===== config.mk =====
export PLATFORM = sky130hd
export DESIGN_NAME = rr_arb_mux
export DESIGN_NICKNAME = d
export VERILOG_FILES = /design/src/rtl/rr_arb_mux.sv
export SDC_FILE = /design/constraint.sdc
export NUM_CORES = 1
export LEC_CHECK = 0
export ABC_AREA = 1
export CORE_ASPECT_RATIO = 1.2
export CORE_MARGIN = 1
export CORE_UTILIZATION = 40
export DETAILED_ROUTE_END_ITERATION = 8
export PLACE_DENSITY = 0.74
export SETUP_SLACK_MARGIN = 0.2
export SYNTH_ARGS = -nofsm -noshare
export SYNTH_HDL_FRONTEND = slang
export SYNTH_SLANG_ARGS = --single-unit

===== constraint.sdc =====
create_clock -name clk -period 1.6 [get_ports clk]
set_clock_uncertainty 0.2 [all_clocks]
set_input_delay 0.32 -clock clk [delete_from_list [all_inputs] [get_ports clk]]
set_output_delay 0.32 -clock clk [all_outputs]
set_load 0.005 [all_outputs]

===== src/rtl/rr_arb_mux.sv =====
// N-channel valid/ready arbitrating mux: round-robin or fixed-priority grant,
// one-hot AND-OR payload select, optional registered output stage.
module rr_arb_mux #(
   parameter type         T         = logic,
   parameter int unsigned SEL_WIDTH = 4,
   parameter int unsigned PRIO_MODE = 0,
   parameter int unsigned OUT_REG   = 1
) (
   input  logic                 clk,
   input  logic                 rst,
   input  T                     data_i [SEL_WIDTH-1:0],
   input  logic [SEL_WIDTH-1:0] valid_i,
   output logic [SEL_WIDTH-1:0] ready_o,
   output T                     data_o,
   output logic                 valid_o,
   input  logic                 ready_i,
   output logic [SEL_WIDTH-1:0] grant_o
);

   localparam int unsigned DW    = $bits(T);
   localparam int unsigned PTR_W = (SEL_WIDTH > 1) ? $clog2(SEL_WIDTH) : 1;

   logic [PTR_W-1:0]       r_ptr;
   logic [2*SEL_WIDTH-1:0] w_req_dbl;
   logic [SEL_WIDTH-1:0]   w_req_rot;
   logic [SEL_WIDTH-1:0]   w_gnt_rot;
   logic [2*SEL_WIDTH-1:0] w_gnt_dbl;
   logic [SEL_WIDTH-1:0]   w_gnt;
   logic [DW-1:0]          w_mux;
   logic [SEL_WIDTH-1:0]   w_acc;
   logic [PTR_W-1:0]       w_acc_idx;
   logic [PTR_W-1:0]       w_ptr_nxt;

   // Rotate requests so r_ptr sits at bit 0, isolate the lowest set bit, rotate back.
   // In fixed-priority mode r_ptr stays 0, so this reduces to lowest-index-wins.
   always_comb begin
      w_req_dbl = {valid_i, valid_i} >> r_ptr;
      w_req_rot = w_req_dbl[SEL_WIDTH-1:0];
      w_gnt_rot = w_req_rot & (~w_req_rot + SEL_WIDTH'(1));
      w_gnt_dbl = {w_gnt_rot, w_gnt_rot} << r_ptr;
      w_gnt     = w_gnt_dbl[2*SEL_WIDTH-1:SEL_WIDTH];
   end

   // One-hot AND-OR payload select; zero when nothing is granted.
   always_comb begin
      w_mux = '0;
      for (int i = 0; i < int'(SEL_WIDTH); i++) begin
         w_mux = w_mux | (DW'(data_i[i]) & {DW{w_gnt[i]}});
      end
   end

   assign w_acc = ready_o & valid_i;

   always_comb begin
      w_acc_idx = '0;
      for (int i = 0; i < int'(SEL_WIDTH); i++) begin
         if (w_acc[i]) begin
            w_acc_idx = PTR_W'(i);
         end
      end
      w_ptr_nxt = (w_acc_idx == PTR_W'(SEL_WIDTH - 1)) ? '0 : w_acc_idx + PTR_W'(1);
   end

   // Pointer only moves on an accepted transfer, so a stalled request keeps its grant.
   always_ff @(posedge clk) begin
      if (rst) begin
         r_ptr <= '0;
      end else if ((PRIO_MODE == 0) && (|w_acc)) begin
         r_ptr <= w_ptr_nxt;
      end
   end

   generate
      if (OUT_REG != 0) begin : g_oreg
         logic                 w_load_en;
         logic                 r_valid;
         T                     r_data;
         logic [SEL_WIDTH-1:0] r_grant;

         assign w_load_en = !r_valid | ready_i;
         assign ready_o   = w_gnt & {SEL_WIDTH{w_load_en}};

         always_ff @(posedge clk) begin
            if (rst) begin
               r_valid <= 1'b0;
               r_data  <= '0;
               r_grant <= '0;
            end else if (w_load_en) begin
               r_valid <= |valid_i;
               r_data  <= T'(w_mux);
               r_grant <= w_gnt;
            end
         end

         assign valid_o = r_valid;
         assign data_o  = r_data;
         assign grant_o = r_grant;
      end else begin : g_comb
         assign ready_o = w_gnt & {SEL_WIDTH{ready_i}};
         assign valid_o = |valid_i;
         assign data_o  = T'(w_mux);
         assign grant_o = w_gnt;
      end
   endgenerate

`ifdef COMM_ASSERT
   a_ready_onehot: assert property (@(posedge clk) disable iff (rst) $onehot0(ready_o));
   a_grant_onehot: assert property (@(posedge clk) disable iff (rst) $onehot0(grant_o));
   a_stall_hold:   assert property (@(posedge clk) disable iff (rst)
                      (valid_o && !ready_i) |=> (valid_o && $stable(data_o)));
`endif

endmodule


==> metrics.md, run 1 <==
| Metric | Value |
|---|---|
| Crit path kind | in -> out |
| Overall power consumption | about 3000 uW |
| H-Tree Depth | 1 |
| Reg2reg start | r_ptr[0] |
| Largest family of logic cells by synthesized area | simple AND/OR/NAND/NOR gates |
| Initial antenna violation count | 0 |
| Cells along the critical path | dlygate4sd2_1, nand2_2, nand2_1, nand2_1, nand2_1, nand2_2, nor2_4, nand2_2, nand3_2, nand3_2, inv_2, buf_6 |
| Commonest non-fill, non-tap cell in the layout | buf_4 |
| PwrDens | 2230 nW/um2 |
| Worst min path class | reg -> reg |
| Vias | 922 |
| Largest net degree at the start of global routing | 7 |
| CP max FO | 3 |
| Placed Instances | 153 |
| Final cycle utilization of the critical path | 1.39 |
| IO Port Bufs | 20 |
| Total GRT Usage | 0.303 |
| Die span in y | ~46 um |
| DR iter-0 viols | 19 |
| R2R depth | 17 |
| Worst Setup End Kind | primary output |
| CTS tree | built |
| Commonest non-fill, non-tap cells in the layout | buf_4 (29), nand2_1 (14), nand3_2 (13) |
| Clk root buf | clkbuf_4 |
| CTS buffer count | 3 |
| Clock Tree Buf Depth | 2 |
| # DRC | 0 |
| Ant diodes | 0 |
| Mux cell area share after synthesis | 0 |
| Register-to-register setup slack | -0.57 ns |
| Core ar. | ~1500 um2 |
| Hold slack final | around 0.27 ns |
| Gate count after technology mapping | 96 |
| Wirelength per Cell | approximately 15 um |
| Hpwl dp | 1450 um |
| Failing checks | negative setup slack |
| Gp weighted congestion | slightly above 0.8 |
| Slew @ Worst Pin | 0.278 ns |
| Max cap viols | 0 |
| Dpl ws | -1.07 ns |
| Clk sink count | 8 |
| Worst setup SP type | input pin |
| Slowest stage delay, CP | 0.36 ns |
| Synth area leader | dfxtp_1 |
| Total Die Area | 1810 um2 |
| Worst Setup SP | valid_i[3] |
| Fmax | approximately 450 MHz |
| First-pass GRT wire length | approximately 3800 um |
| CP endpoint | ready_o[1] |
| Area Growth Syn to Fin | 105% |
| Synth cell types | 17 |
| Hold buffer count at cts | 0 |
| Yosys warning count | 0 |
| Reg-to-Reg End | data_o |
| Hold Violations, Final | 0 |
| Outcome | finished with violations |
| Bufs and invs on worst path | 3 |
| RSZ-0062 raised after global routing | yes |
| IO Pins | 21 |
| Post-Synthesis Net Count | 107 |
| Required @ worst endpoint | 1.08 ns |
| Final setup fails | 11 |
| Slowest CP cell | dlygate4sd2_1 |
| WP data arrival | 1.70 ns |
| Fill cell count | 62 |
| Avg Synthesized Cell Area | roughly 6.8 um2 |
| Leak | 0.000691 uW |
| Share of cells above drive strength 1 | 0.584 |
| Peak VDD IR | around 1.6 mV |
| Final min period | 2.22 ns |
| Final-stage net count | roughly 170 |
| Simple-gate share of the synthesized area | 0.559 |
| Largest delay share family, worst path | simple AND/OR/NAND/NOR gates |
| Final setup margin | -0.621 ns |
| Final non-filler cell total | 171 |
| Synth Area in XOR/XNOR | 0 |
| Slew headroom | 0.815 |
| Synthesis-stage register bit count | 8 |
| Drt pass-1 iters | 4 |
| Compound-Gate Fraction of Synth Area | 0.0744 |
| Wirelength, routed | 2640 um |
| Post-synthesis adder-cell area fraction | 0 |
| Synthesized area | 656 um2 |
| Clock transition at path regs | 0.05 ns |
| Synth area leaders | dfxtp_1 (24%), nand3_2 (15%), nand2_1 (12%) |
| Row cnt | 15 |
| Clk_lat worst skew | 0.26 ns |
| Synth top area share | 0.244 |
| WP depth | 12 |
| Number of global-route vias before repair | 896 |
| Slew Limit Fails | 0 |
| Part of the Yosys area used for sequential elements | 0.244 |
| GRT overflow | 0 |
| Initial Util | 0.442 |
| DRT antenna net count | 0 |
| Via/cell ratio | 5.39 |
| Die W | 39.0 um |
## worst min-delay path: stages, from the launching register on
cell,delay (ns)
dfxtp_1,0.31
nand2_1,0.07
a21oi_2,0.05
## state kept, by name, indices dropped and copies added, names as in the netlist
name and count:
data_o 1, grant_o 4, valid_o 1, r_ptr 2
## how the worst min path moves through the flow
stage | depth (start not counted) | slack [ns] | from | end
floorplan | 1 | 0.19 | rst | grant_o[0]
global placement | 2 | 0.25 | grant_o[1] | grant_o[1]
detailed placement | 2 | 0.25 | grant_o[2] | grant_o[2]
CTS | 2 | 0.26 | grant_o[2] | grant_o[2]
global route | 2 | 0.30 | grant_o[0] | grant_o[0]
finish | 2 | 0.27 | grant_o[2] | grant_o[2]
## metrics by stage
| step | utilization | cell area, um2 | setup TNS [ns] |
|---|---|---|---|
| 6_report | 0.908 | 1350 | -4.95 |
| 5_1_grt | 0.908 | 1350 | -5.68 |
| 4_1_cts | 0.810 | 1200 | -3.46 |
| 3_5_place_dp | 0.714 | 1060 | -7.59 |
| 3_3_place_gp | 0.714 | 1060 | -7.26 |
| 2_1_floorplan | - | 669 | -0.183 |
## routing by layer
layer	vias up	share of wire	GRT usage
met1	443	0.39	0.310
met5	-	0	0
met4	0	0.028	0.159
met3	9	0.029	0.0338
li1	432	-	-
met2	38	0.55	0.580
## final cells by class
cell class,instances,area [um2],area share
Timing Repair Buffer,57,505,0.375
Clock buffer,3,22.5,0.0167
Multi-Input combinational cell,72,562,0.417
Sequential cell,8,168,0.125
Tap cell,17,21.3,0.0158
Inverter,14,67.6,0.0502
## cell usage after synthesis
cell type  instances
a21oi_1            4
inv_2              1
buf_6              2
nand3_2           10
clkinv_4           1
nand4_1            3
inv_1             12
nor2_4             1
nand2_4            2
a31oi_1            1
nor2_1             6
nand2_2            6
o21ai_0            2
dfxtp_1            8
nand2_1           21
o211ai_2           1
nand3_1           15
## where the power goes
| group | leakage, uW | total [uW] | switching [uW] | internal [uW] |
|---|---|---|---|---|
| sequential | 0.0000676 | 362 | 66.8 | 295 |
| clock | 0.0000138 | 152 | 66.4 | 85.7 |
| combinational | 0.000610 | 2490 | 1170 | 1310 |
| total | 0.000691 | 3000 | 1300 | 1690 |
## repair_timing
action | CTS | global route
gates cloned | 0 | 0
endpoints found under the hold margin | 0 | 0
pin swaps | 17 | 16
buffers inserted | 9 | 6
gates resized for setup | 47 | 20
endpoints found under the setup margin | 18 | 12
## kinds of logic (layout without fill, tap and decap cells)
group,count (synthesis),after routing
AND/OR/NAND/NOR,64,64
buffers and inverters,16,74
AO/OA/AOI/OAI,8,8
flip-flops,8,8
Note: power is estimated with default switching activity, not from simulation.
==> run 2, diff against run 1 <==
--- a/config.mk
+++ b/config.mk
@@ -8,9 +8,10 @@
 export ABC_AREA = 1
 export CORE_ASPECT_RATIO = 1.2
 export CORE_MARGIN = 1
-export CORE_UTILIZATION = 40
+export CORE_UTILIZATION = 38
+export CTS_BUF_LIST = sky130_fd_sc_hd__clkbuf_8 sky130_fd_sc_hd__clkbuf_16
 export DETAILED_ROUTE_END_ITERATION = 8
-export PLACE_DENSITY = 0.74
+export PLACE_DENSITY = 0.7
 export SETUP_SLACK_MARGIN = 0.2
 export SYNTH_ARGS = -nofsm -noshare
 export SYNTH_HDL_FRONTEND = slang
==> metrics.md, run 2 (same netlist as run 1, synthesis figures left out) <==
| Metric | Value |
|---|---|
| Dpl ws | -1.02 ns (+0.0452 ns) |
| Clock share of power | 0.068 (+0.017) |
| Number of global-route vias before repair | 972 (+8.5%) |
| Drt pass-1 iters | 4 (unchanged) |
| DRT antenna net count | 0 (unchanged) |
| Int Power | 2000 uW (+18%) |
| HP Start | grant_o[2] |
| Ant diodes | 0 (unchanged) |
| Outcome | finished with violations |
| Die W | 39.9 um (+2.5%) |
| Hold Violations, Final | 0 (unchanged) |
| Failing checks | negative setup slack |
| Gp weighted congestion | 0.792 (-1.9%) |
| CTS buffer count | 3 (unchanged) |
| Required @ worst endpoint | 1.08 ns (about the same) |
| Share of cells above drive strength 1 | 0.663 (+0.0782) |
| Area Growth Syn to Fin | 132% |
| Row cnt | 16 (+1) |
| Clock transition at path regs | 0.04 ns (about the same) |
| Psw | 1600 uW (+23%) |
| DR iter-0 viols | 55 (+36) |
| WP data arrival | 1.85 ns (+0.15 ns) |
| PwrDens | 2360 nW/um2 (+6.1%) |
| Clk sink count | 8 (unchanged) |
| Clk_lat worst skew | 0.23 ns (-0.03 ns) |
| Clk root buf | clkbuf_8 |
| R2R depth | 18 (+1) |
| Final-stage net count | 179 (+7.2%) |
| Commonest non-fill, non-tap cell in the layout | buf_4 |
| Largest net degree at the start of global routing | 8 (+1) |
| Placed Instances | 153 (unchanged) |
| Crit path kind | reg -> out |
| Hold EP | grant_o[2] |
| First-pass GRT wire length | 4270 um (+13%) |
| Wirelength per Cell | 19.9 um (+29%) |
| GRT overflow | 0 (unchanged) |
| RSZ-0062 raised after global routing | yes |
| Max cap viols | 0 (unchanged) |
| Leak | 0.000771 uW (+12%) |
| Register-to-register setup slack | -0.73 ns (-0.16 ns) |
| Hpwl dp | 1350 um (-6.8%) |
| Worst setup SP type | flop |
| Wirelength, routed | 3670 um (+39%) |
| Final min period | 2.37 ns (+0.150 ns) |
| Initial antenna violation count | 0 (unchanged) |
| Vias | 1073 (+16%) |
| Clock Tree Buf Depth | 2 (unchanged) |
| Commonest non-fill, non-tap cells in the layout | buf_4 (35), nand2_1 (13), buf_6 (13) |
| IO Port Bufs | 20 (unchanged) |
| Total GRT Usage | 0.345 (+0.0417) |
| Worst min path class | reg -> reg |
| Final cycle utilization of the critical path | 1.48 (+0.0938) |
| Final setup margin | -0.771 ns (-0.150 ns) |
| IO Pins | 21 (unchanged) |
| WHS Path Cells | 2 (unchanged) |
| Initial Util | 0.404 (-0.0379) |
| Max reg flops | 4 (unchanged) |
| Fmax | 422 MHz (-6.3%) |
| Reg2reg start | r_ptr[0] |
| Core ar. | 1620 um2 (+9.4%) |
| CP max FO | 6 (+3) |
| CTS tree | built |
| Reg-to-Reg End | data_o |
| Slew @ Worst Pin | 0.308 ns (+0.0300 ns) |
| Switching share of power | 0.444 (+0.00925) |
| Worst Setup End Kind | primary output |
| Setup TNS | -6.74 ns (-1.78 ns) |
| Total Die Area | 1900 um2 (+5.0%) |
| H-Tree Depth | 1 (unchanged) |
| Combinational share of power | 0.826 (-0.003) |
| Sequential Power Share | 0.106 (-0.015) |
| Via/cell ratio | 5.83 (+8.2%) |
| Slew Limit Fails | 0 (unchanged) |
| Peak VDD IR | 1.57 mV (-0.48%) |
| Final non-filler cell total | 184 (+7.6%) |
| Final setup fails | 11 (unchanged) |
| # DRC | 0 (unchanged) |
| Slew headroom | 0.795 (-0.0203) |
| Die span in y | 47.5 um (+2.5%) |
==> run 2: worst max-delay path by stage <==
| stage | start | to | slack, ns | depth (start not counted) |
|---|---|---|---|---|
| after detailed placement | valid_i[3] | ready_o[3] | -1.02 | 12 |
| after global placement | valid_i[2] | ready_o[3] | -1.02 | 12 |
| after CTS | r_ptr[0] | ready_o[3] | -0.53 | 12 |
| after global routing | r_ptr[0] | data_o | -0.88 | 18 |
| after floorplan | r_ptr[1] | ready_o[3] | -0.06 | 9 |
| final | r_ptr[0] | ready_o[3] | -0.77 | 12 |
==> run 2: area by class of cell <==
type                    count  area [um2]
multi-input cells          72         628
well taps                  18        22.5
clock buffers               3        41.3
fillers                    48        98.8
repair buffers             69         593
inverters                  14        72.6
flip-flops and latches      8         165
==> run 2: repair_timing <==
action | in CTS | in global routing
cloned | 0 | 0
endpoints found under the setup margin | 18 | 12
buffers inserted | 26 | 2
hold buffers | 0 | 0
resized for setup | 67 | 22
pin swaps | 16 | 12
hold endpoints to repair | 0 | 0
==> run 2: per-stage QoR <==
stage	util	hold slack (ns)	cell area, um2	power (uW)
3_3_place_gp	0.641	0.250	1040	1980
2_1_floorplan	-	0.189	669	1220
6_report	0.939	0.295	1520	3600
4_1_cts	0.873	0.271	1420	3060
5_1_grt	0.939	0.303	1520	3760
3_5_place_dp	0.641	0.252	1040	2000
==> run 2: worst max-delay path, cell delays in order, from the launching register on <==
cell and delay [ns]:
dfxtp_4 0.42, nand2_2 0.11, nand2_2 0.09, nand2_1 0.07
nand2_1 0.11, nand2_2 0.09, nor2_4 0.16, buf_6 0.12
nand2_4 0.05, nand3_2 0.08, nand3_2 0.11, inv_2 0.08
buf_2 0.11
==> run 2: power by group through the flow <==
stage | logic, uW | registers [uW] | clock network, uW
after floorplan | 886 | 331 | 0
after global placement | 1630 | 347 | 0
after detailed placement | 1650 | 348 | 0
after CTS | 2450 | 366 | 248
after global routing | 3110 | 391 | 254
final | 2970 | 381 | 245
==> run 2: layer usage <==
metal | wire length, um | vias up | part of all wire | track usage
met4 | 300 | 0 | 0.082 | 0.179
met3 | 222 | 40 | 0.060 | 0.0465
met2 | 1900 | 72 | 0.52 | 0.697
met5 | 0 | - | 0 | 0
li1 | - | 461 | - | -
met1 | 1250 | 500 | 0.34 | 0.317
==> run 3, diff against run 2 <==
--- a/config.mk
+++ b/config.mk
@@ -11,7 +11,7 @@
 export CORE_UTILIZATION = 38
 export CTS_BUF_LIST = sky130_fd_sc_hd__clkbuf_8 sky130_fd_sc_hd__clkbuf_16
 export DETAILED_ROUTE_END_ITERATION = 8
-export PLACE_DENSITY = 0.7
+export PLACE_DENSITY = 0.68
 export SETUP_SLACK_MARGIN = 0.2
 export SYNTH_ARGS = -nofsm -noshare
 export SYNTH_HDL_FRONTEND = slang
==> constraint.sdc (replaced) <==
create_clock -name clk -period 3 [get_ports clk]
set_clock_uncertainty 0.2 [all_clocks]
set_input_delay 0.6 -clock clk [delete_from_list [all_inputs] [get_ports clk]]
set_output_delay 0.6 -clock clk [all_outputs]
set_load 0.005 [all_outputs]
==> metrics.md, run 3 (same netlist as run 1, synthesis figures left out) <==
| Metric | Value |
|---|---|
| Final-stage net count | 146 (-18%) |
| Initial antenna violation count | 0 (unchanged) |
| Hold EP | grant_o[2] |
| Largest delay share family, worst path | simple AND/OR/NAND/NOR gates |
| H-Tree Depth | 1 (unchanged) |
| WP data arrival | 1.88 ns (+0.03 ns) |
| Final non-filler cell total | 151 (-18%) |
| Leak | 0.000530 uW (-31%) |
| Slowest stage delay, CP | 0.27 ns (-0.15 ns) |
| Switching share of power | 0.431 (-0.0136) |
| Max reg flops | 4 (unchanged) |
| R2R depth | 12 (-6) |
| DR iter-0 viols | 8 (-85%) |
| GRT overflow | 0 (unchanged) |
| Util after Layout | 0.638 (-0.301) |
| Worst Setup End Kind | primary output |
| Outcome | complete, no violations |
| Ant diodes | 0 (unchanged) |
| CTS buffer count | 3 (unchanged) |
| Placed Instance Area | 968 um2 (-6.9%) |
| IO Pins | 21 (unchanged) |
| Drt pass-1 iters | 4 (unchanged) |
| Max cap viols | 0 (unchanged) |
| Gp weighted congestion | 0.791 (-0.11%) |
| Clock share of power | 0.114 (+0.046) |
| Final min period | 2.68 ns |
| CTS tree | built |
| Hpwl dp | 1280 um (-5.3%) |
| Slew headroom | 0.783 (-0.0118) |
| Cells along the critical path | dlygate4sd2_1, nand2_2, nand3_1, nand2_1, nand2_1, nor2_4, nand2_2, nand3_2, nand3_2, inv_1, dlygate4sd2_1 |
| Slowest CP cell | dlygate4sd2_1 |
| Total Die Area | 1900 um2 (unchanged) |
| Hold slack final | 0.267 ns (-0.0280 ns) |
| Via/cell ratio | 5.03 (-14%) |
| Core ar. | 1620 um2 (unchanged) |
| Placed Instances | 147 (-3.9%) |
| Fmax | 373 MHz |
| IO Port Bufs | 20 (unchanged) |
| Clock Tree Buf Depth | 2 (unchanged) |
| Clk sink count | 8 (unchanged) |
| Total GRT Usage | 0.202 (-0.143) |
| Hold buffer count at cts | 0 (unchanged) |
| Wirelength per Cell | 11.1 um (-44%) |
| Slew Limit Fails | 0 (unchanged) |
| RSZ-0062 raised after global routing | no |
| Row cnt | 16 (unchanged) |
| Die span in y | 47.5 um (unchanged) |
| Vias | 759 (-29%) |
| Sequential Power Share | 0.164 (+0.058) |
| Largest net degree at the start of global routing | 10 (+2) |
| # DRC | 0 (unchanged) |
| Hold Violations, Final | 0 (unchanged) |
| Clock transition at path regs | 0.04 ns (about the same) |
| Final Cell Area | 1030 um2 (-32%) |
| Int Power | 639 uW (-68%) |
| Register-to-register setup slack | 1.11 ns (+1.84 ns) |
| Commonest non-fill, non-tap cells in the layout | nand2_1 (19), buf_4 (16), nand3_1 (13) |
| Commonest non-fill, non-tap cell in the layout | nand2_1 |
| HP Start | grant_o[2] |
| Worst setup SP type | input pin |
| Psw | 484 uW (-70%) |
| Clk root buf | clkbuf_8 |
| Combinational share of power | 0.721 (-0.105) |
| WHS Path Cells | 2 (unchanged) |
| Worst min path class | reg -> reg |
| PwrDens | 1090 nW/um2 (-54%) |
| Peak VDD IR | 0.577 mV (-63%) |
| Initial Util | 0.404 (unchanged) |
| Die W | 39.9 um (unchanged) |
| CP max FO | 3 (-3) |
| Slew @ Worst Pin | 0.324 ns (+0.0165 ns) |
| Final cycle utilization of the critical path | 0.895 |
| Crit path kind | in -> out |
| Reg-to-Reg End | data_o |
| First-pass GRT wire length | 2620 um (-39%) |
| Reg2reg start | r_ptr[1] |
| Number of global-route vias before repair | 688 (-29%) |
| Required @ worst endpoint | 2.20 ns (+1.12 ns) |
| Area Growth Syn to Fin | 57.8% |
| Clk_lat worst skew | 0.22 ns (about the same) |
| Share of cells above drive strength 1 | 0.338 (-0.324) |
| DRT antenna net count | 0 (unchanged) |
| Wirelength, routed | 1680 um (-54%) |
| Final setup fails | 0 (-11) |
| Bufs and invs on worst path | 3 (unchanged) |
[run 3: changes by cell type in the layout (fill, tap and decap cells not counted), moves of 3 or more]
cell             change
nand3_4              -8
a21oi_1              +4
buf_4               -19
nand2_4              -6
nand2_1              +6
a21oi_2              -4
nand3_1              +9
buf_6               -13
inv_1                +3
clkdlybuf4s50_1      +6
buf_2                -4
[run 3: what timing repair did]
item | CTS | global route
setup endpoints to repair | 4 | 4
pin swaps | 4 | 4
gates resized for setup | 12 | 2
buffers inserted | 1 | 0
[run 3: through the flow]
stage	power [uW]	worst slack [ns]	TNS, ns
floorplan	626	0.869	0
detailed placement	977	-0.196	-0.680
finish	1120	0.316	0
CTS	1120	0.306	0
global route	1220	0.193	0
global placement	970	-0.179	-0.657
[run 3: area by class of cell]
type / count / area (um2)
clock buffers: 3 / 41.3
inverters: 14 / 57.6
multi-input cells: 72 / 443
flip-flops and latches: 8 / 160
fillers: 151 / 587
well taps: 18 / 22.5
repair buffers: 36 / 310
[run 3: per-layer routing]
| layer | wire (um) | track usage | share of wire |
|---|---|---|---|
| met1 | 722 | 0.228 | 0.43 |
| met2 | 879 | 0.361 | 0.52 |
| met3 | 52 | 0.0279 | 0.031 |
| met4 | 23 | 0.103 | 0.014 |
| met5 | 0 | 0 | 0 |
[run 3: worst max path at each step]
stage,from,endpoint,depth (start not counted)
global placement,valid_i[3],ready_o[3],11
CTS,valid_i[0],ready_o[2],11
finish,valid_i[3],ready_o[2],11
detailed placement,valid_i[3],ready_o[2],11
floorplan,valid_i[2],ready_o[1],9
global route,valid_i[3],ready_o[3],11
[run 3: worst reg2reg max path, stage by stage, from the launching register on]
cell,delay (ns)
dfxtp_1,0.50
clkinv_4,0.17
nand3_1,0.12
nand2_1,0.08
nand2_1,0.11
nor2_4,0.05
nand2_2,0.07
nand3_2,0.08
buf_4,0.14
nand3_1,0.06
nand3_1,0.08
nor2_1,0.09
nor2_1,0.04
[run 3: power by group through the flow]
stage / Combinational, uW / Clock, uW / Sequential [uW]
floorplan: 451 / 0 / 175
global placement: 785 / 0 / 185
detailed placement: 792 / 0 / 185
CTS: 805 / 130 / 185
global route: 891 / 135 / 191
finish: 810 / 128 / 185
